File: config.mk
export PLATFORM = sky130hd
export DESIGN_NAME = fetch_stage_flat
export DESIGN_NICKNAME = d
export VERILOG_FILES = /design/src/rtl/fetch_if.sv /design/src/rtl/fetch_stage.sv /design/src/flat_wrapper.sv
export SDC_FILE = /design/constraint.sdc
export NUM_CORES = 1
export LEC_CHECK = 0
export CAP_MARGIN = 20
export CELL_PAD_IN_SITES_DETAIL_PLACEMENT = 1
export CELL_PAD_IN_SITES_GLOBAL_PLACEMENT = 2
export CORE_MARGIN = 1.5
export CORE_UTILIZATION = 29
export CTS_BUF_LIST = sky130_fd_sc_hd__clkbuf_4 sky130_fd_sc_hd__clkbuf_8
export CTS_CLUSTER_DIAMETER = 150
export DETAILED_ROUTE_END_ITERATION = 16
export HOLD_SLACK_MARGIN = 0.15
export PLACE_DENSITY_LB_ADDON = 0.08
export SYNTH_ARGS = -nofsm -noshare
export SYNTH_HDL_FRONTEND = slang
export SYNTH_SLANG_ARGS = --single-unit
File: constraint.sdc
create_clock -name clk -period 5.4 [get_ports clk]
set_input_delay 0.54 -clock clk [delete_from_list [all_inputs] [get_ports clk]]
set_output_delay 0.54 -clock clk [all_outputs]
set_load 0.01 [all_outputs]
File: src/rtl/fetch_if.sv
// Fetch stage bus: instruction-memory port, control inputs and IF/ID outputs.
// The fetch stage uses the master modport; its environment uses slave.
interface fetch_if #(
    parameter int N     = 64,
    parameter int CNT_W = 32
);
    logic             stall;
    logic             redirect;
    logic [N-1:0]     redirect_target;
    logic [N-1:0]     imem_addr;
    logic [31:0]      imem_data;
    logic [N-1:0]     if_pc;
    logic [31:0]      if_instr;
    logic             if_valid;
    logic [CNT_W-1:0] fetch_count;

    modport master (
        input  stall, redirect, redirect_target, imem_data,
        output imem_addr, if_pc, if_instr, if_valid, fetch_count
    );

    modport slave (
        output stall, redirect, redirect_target, imem_data,
        input  imem_addr, if_pc, if_instr, if_valid, fetch_count
    );
endinterface

File: src/rtl/fetch_stage.sv
// Instruction fetch stage: PC register, IF/ID pipeline register and a
// saturating count of instructions latched. Priority: reset > redirect > stall.
module fetch_stage #(
    parameter int           N        = 64,
    parameter logic [N-1:0] RESET_PC = '0,
    parameter int           CNT_W    = 32
) (
    input  logic     clk,
    input  logic     reset,
    fetch_if.master  bus
);

    logic [N-1:0]     r_pc;
    logic [N-1:0]     r_if_pc;
    logic [31:0]      r_if_instr;
    logic             r_if_valid;
    logic [CNT_W-1:0] r_fetch_count;

    logic             w_cnt_sat;

    assign w_cnt_sat = (r_fetch_count == {CNT_W{1'b1}});

    // NOTE: reset is sampled inside the clocked block (synchronous); all state
    // uses non-blocking assignments so every register sees pre-edge values.
    always_ff @(posedge clk) begin
        if (reset) begin
            r_pc          <= RESET_PC;
            r_if_pc       <= '0;
            r_if_instr    <= '0;
            r_if_valid    <= 1'b0;
            r_fetch_count <= '0;
        end else if (bus.redirect) begin
            // Redirect wins over stall and inserts a bubble; low bits word-aligned.
            r_pc          <= {bus.redirect_target[N-1:2], 2'b00};
            r_if_pc       <= '0;
            r_if_instr    <= '0;
            r_if_valid    <= 1'b0;
        end else if (!bus.stall) begin
            r_pc          <= r_pc + N'(4);
            r_if_pc       <= r_pc;
            r_if_instr    <= bus.imem_data;
            r_if_valid    <= 1'b1;
            if (!w_cnt_sat) begin
                r_fetch_count <= r_fetch_count + CNT_W'(1);
            end
        end
    end

    assign bus.imem_addr   = r_pc;
    assign bus.if_pc       = r_if_pc;
    assign bus.if_instr    = r_if_instr;
    assign bus.if_valid    = r_if_valid;
    assign bus.fetch_count = r_fetch_count;

endmodule
File: src/flat_wrapper.sv
// flat-port wrapper written by rule: the top's interface ports become plain ports
module fetch_stage_flat 
#(
    parameter int           N        = 64,
    parameter logic [N-1:0] RESET_PC = '0,
    parameter int           CNT_W    = 32
)
  (clk, reset, bus_stall, bus_redirect, bus_redirect_target, bus_imem_data, bus_imem_addr, bus_if_pc, bus_if_instr, bus_if_valid, bus_fetch_count);
  fetch_if #(.N(N), .CNT_W(CNT_W)) bus_i ();
  input  logic clk;
  input  logic reset;
  input wire logic [$bits(bus_i.stall)-1:0] bus_stall;
  input wire logic [$bits(bus_i.redirect)-1:0] bus_redirect;
  input wire logic [$bits(bus_i.redirect_target)-1:0] bus_redirect_target;
  input wire logic [$bits(bus_i.imem_data)-1:0] bus_imem_data;
  output wire logic [$bits(bus_i.imem_addr)-1:0] bus_imem_addr;
  output wire logic [$bits(bus_i.if_pc)-1:0] bus_if_pc;
  output wire logic [$bits(bus_i.if_instr)-1:0] bus_if_instr;
  output wire logic [$bits(bus_i.if_valid)-1:0] bus_if_valid;
  output wire logic [$bits(bus_i.fetch_count)-1:0] bus_fetch_count;
  assign bus_i.stall = bus_stall;
  assign bus_i.redirect = bus_redirect;
  assign bus_i.redirect_target = bus_redirect_target;
  assign bus_i.imem_data = bus_imem_data;
  assign bus_imem_addr = bus_i.imem_addr;
  assign bus_if_pc = bus_i.if_pc;
  assign bus_if_instr = bus_i.if_instr;
  assign bus_if_valid = bus_i.if_valid;
  assign bus_fetch_count = bus_i.fetch_count;
  fetch_stage #(.N(N), .RESET_PC(RESET_PC), .CNT_W(CNT_W)) u_core (.clk(clk), .reset(reset), .bus(bus_i));
endmodule
Word-level counts from Yosys, hierarchy flattened
Cells that the tools add are included.

Bitwise operators: 3. Equality and inequality tests: 2. Multiplexer cells: 2. Add/subtract/negate cells: 2. Reduce and logical (&&, ||, !) cells: 2.

Operator list (count): 64-bit two-way mux (2); 64-bit by 3-bit adder with 64-bit output, second input constant (1); 32-bit by 1-bit adder with 32-bit output, second input constant (1); 32-bit equality test, second input constant (1); 1-bit NOT (3); 3-bit AND reduction (1); 2-bit by 1-bit != test with 1-bit output, second input constant (1); 2-bit OR reduction (1).

Register bits: 193. Input bits: 100. Output and inout port bits: 193.

Logic depth before layout (Yosys ltp)
Depth after elaboration: 3. Depth in mapped cells: 8. Depth with buffers taken out: 7.

Worst setup path after synthesis
No wires, ideal clock.

Path type: flip-flop to flip-flop. Start: register u_core.r_pc[3] (netlist: u_core.bus.imem_addr[3]). End: register u_core.r_pc[52] (netlist: u_core.bus.imem_addr[52]). Clock period less this slack: 2069 ps. Stages on the path, launching flop included: 7. Arrival time: 1978 ps. Setup slack: 3331 ps. Buffers on the path: 0. Library setup time: 91 ps. Data required time: 5309 ps. Cells stage by stage: dfxtp_1 > ha_1 > nand4_1 > nor4_2 > nand4_2 > or3_1 > a311oi_1.

Longest elaborated chain between the ends: 3.

Ends and longest elaborated chain: start, declared (line fetch_stage.sv:13) `logic [N-1:0] r_pc;`; start signal, assigned (line fetch_stage.sv:34) `r_pc <= {bus.redirect_target[N-1:2], 2'b00};`; start signal, assigned (line fetch_stage.sv:39) `r_pc <= r_pc + N'(4);`; 64-bit by 3-bit adder with 64-bit output (line fetch_stage.sv:39); 64-bit two-way mux (line fetch_stage.sv:38) `end else if (!bus.stall) begin`; 64-bit two-way mux (line fetch_stage.sv:32) `end else if (bus.redirect) begin`.

No other way between the ends. The select of a mux whose other input is x is not followed. A chain may end at the register's enable or synchronous reset.

Worst setup path after layout
Start: register u_core.r_pc[11] (netlist: u_core.bus.imem_addr[11]). End: register u_core.r_pc[49] (netlist: u_core.bus.imem_addr[49]).

Same word-level chain as after synthesis.

==> out/results.txt <==
Hold Vio Cnt, Final -> 0
clk_skew -> 28.2 ps
GRT Overall Usage -> 0.191
leading area contributor after synthesis -> dfxtp_1
largest net degree at the start of global routing -> 88
total power -> 2830 µW
Commonest cells post-synth -> 191 x nor2_1, 189 x dfxtp_1, 97 x mux2i_1
nets -> 1304
first-pass GRT wire length -> 45400 µm
Setup TNS -> 0 ps
setup repair bufs after CTS -> 0
Routed Antenna Nets -> 0
GPL Wtd Cong -> 0.722
Worst Tran Pin Value -> 1000 ps
Post-synth top flop -> dfxtp_1
final WL -> 28700 µm
Setup crit start kind -> flop
period utilization -> 0.541
Post-synth EDFFs -> 0
Psw -> 823 µW
Mean Syn Cell Area -> 8.99 µm²
total die area -> 30200 µm²
yosys warns -> 0
combinational share of power -> 0.132
Layout fillers -> 3318
Slew Viols, Final -> 0
RSZ-0062 raised after global routing -> false
Synth cell types -> 50
worst min path class -> in -> reg
Die Y -> 174 µm
Starting DRT DRC Count -> 232
Max rail drop VDD -> 0.114 mV
Rows -> 62
clock-pin slew on the worst setup and hold paths -> 110 ps
Resized cells post-CTS -> 0
WP data arrival -> 3260 ps
Final setup viols -> 0
Detailed Routing Iterations Pass 1 -> 4
CTS tree -> yes
grt total ovfl -> 0
most numerous cell in the Yosys netlist -> nor2_1
vias in the first global route -> 7854
maxcap violations -> 0
Synth async-reset ratio -> 0
Die W -> 174 µm
status -> finished, final reports clean
Rel. slew slack -> 0.330
detailed-route via count -> 7614
I/O pins -> 293
Layout area overhead -> 42.2%
Leak -> 0.00442 µW
fin crit period -> 2920 ps
Initial Util -> 0.295
Post-Place Worst Slack -> 1920 ps
hold_buf cts -> 0
layout cell share with drive strength beyond 1 -> 0.0593
Int Pwr -> 2010 µW
top-area cell type share of the netlist area -> 0.447
Clock Tree Buf Depth -> 2
routed vias/inst -> 4.76
Critical Path Sink Type -> flop
largest family of logic cells by synthesized area -> simple AND/OR/NAND/NOR gates
post-synthesis compound-gate area fraction -> 0.0596
Synth area leaders -> dfxtp_1 45%, mux2i_1 11%, nor2_1 8.5%
Setup CP Type -> reg -> reg
IO buf count -> 286
Num CTS Buffers -> 17
CORE AREA -> 28700 µm²
initial antenna violation count -> 2
Clock Latency Late Sink -> 480 ps
Post-Synth XOR/XNOR Area -> 0.0839
Adder-Cell Fraction of Synth Area -> 0.00296
Clock Power Share -> 0.335
power per cell area -> 235 nW/µm²
drt drc -> 0
#FFs+latches synth -> 189
switch share -> 0.290
dpl hpwl -> 20300 µm
Crit Path Max Fanout -> 13
Setup WS post-layout -> 2480 ps
critical path required time -> 5730 ps
Flop pwr share -> 0.533
H-tree depth -> 4
mux cell area share after synthesis -> 0.115
CTS Root Cell -> clkbuf_8
CTS sink cnt -> 189
Post-Synth Simple-Gate Area -> 0.259
Mapped Area -> 8460 µm²
synthesized netlist cell count -> 941
Max Clock Freq -> 342 MHz
register area share after synthesis -> 0.447
Routed WL per cell -> 17.9 µm
==> placed cells by master, fill, tap and decap left out, types with 23 or more instances in the layout <==
cell,netlist,final
nor2_1,191,191
a211oi_1,23,23
dfxtp_1,189,189
clkdlybuf4s50_1,0,284
xnor2_1,41,41
nand2_1,63,62
mux2i_1,97,97
nand4_1,31,31
nand3_1,42,42
a21oi_1,26,26
xor2_1,40,40
==> state kept, by name, indices dropped and copies added (netlist names) <==
register	flops
u_core.bus.if_pc	62
u_core.bus.imem_addr	62
u_core.bus.fetch_count	32
u_core.bus.if_instr	32
u_core.bus.if_valid	1
==> worst paths after layout <==
check | depth (start not counted) | endpoint | slack (ps) | from
setup / recovery | 6 | u_core.bus.imem_addr[49] | 2480 | u_core.bus.imem_addr[11]
hold / removal | 2 | u_core.bus.fetch_count[23] | 310 | reset
setup reg to reg | 6 | u_core.bus.imem_addr[49] | 2480 | u_core.bus.imem_addr[11]
hold reg to reg | 2 | u_core.bus.if_valid | 460 | u_core.bus.if_valid
==> power groups by stage <==
stage	Sequential, µW	Combinational [µW]	Clock (µW)
floorplan	1540	156	0
global placement	1540	375	0
detailed placement	1540	378	0
CTS	1510	380	990
global route	1520	409	1040
finish	1510	374	948
==> per-stage QoR <==
stage	utilization	hold WS [ps]	area, µm²	cells
2_1_floorplan	-	474	8470	944
3_3_place_gp	0.405	437	11600	1566
3_5_place_dp	0.405	445	11600	1566
4_1_cts	0.419	283	12000	1598
5_1_grt	0.419	286	12000	1599
6_report	0.419	314	12000	1600
==> cell type report <==
cell class | count | area [µm²] | share of cell area
diodes | 1 | 2.50 | 0.000208
clock buffers | 19 | 255 | 0.0212
clock inverters | 13 | 123 | 0.0102
inverters | 11 | 41.3 | 0.00343
multi-input cells | 689 | 4420 | 0.367
flip-flops and latches | 189 | 3780 | 0.314
well taps | 384 | 480 | 0.0399
repair buffers | 294 | 2930 | 0.243
==> worst max-delay path, stage by stage (launching register included) <==
cell     delay [ps]
dfxtp_1         520
nand4_4         210
nor4_4          870
nand3_2         460
nor4_1          440
xnor2_1         160
o22ai_1          90
==> layer usage <==
| layer | wire [µm] | vias up | global-route usage |
|---|---|---|---|
| li1 | - | 3776 | - |
| met1 | 13500 | 3644 | 0.253 |
| met2 | 13300 | 179 | 0.309 |
| met3 | 1690 | 15 | 0.0529 |
| met4 | 263 | 0 | 0.0417 |
| met5 | 0 | - | 0 |
==> cells by family (layout without fill, tap and decap cells) <==
| logic type | count (synthesis) | after routing |
|---|---|---|
| DFF | 189 | 189 |
| buffers and inverters | 66 | 337 |
| and+or+nand+nor | 427 | 427 |
| adders and majority gates | 2 | 2 |
| muxes | 97 | 97 |
| xor gates and xnor gates | 81 | 81 |
| AOI/OAI and AO/OA | 78 | 78 |
| other | 1 | 5 |
No activity file was read; power rests on OpenSTA's default activity.
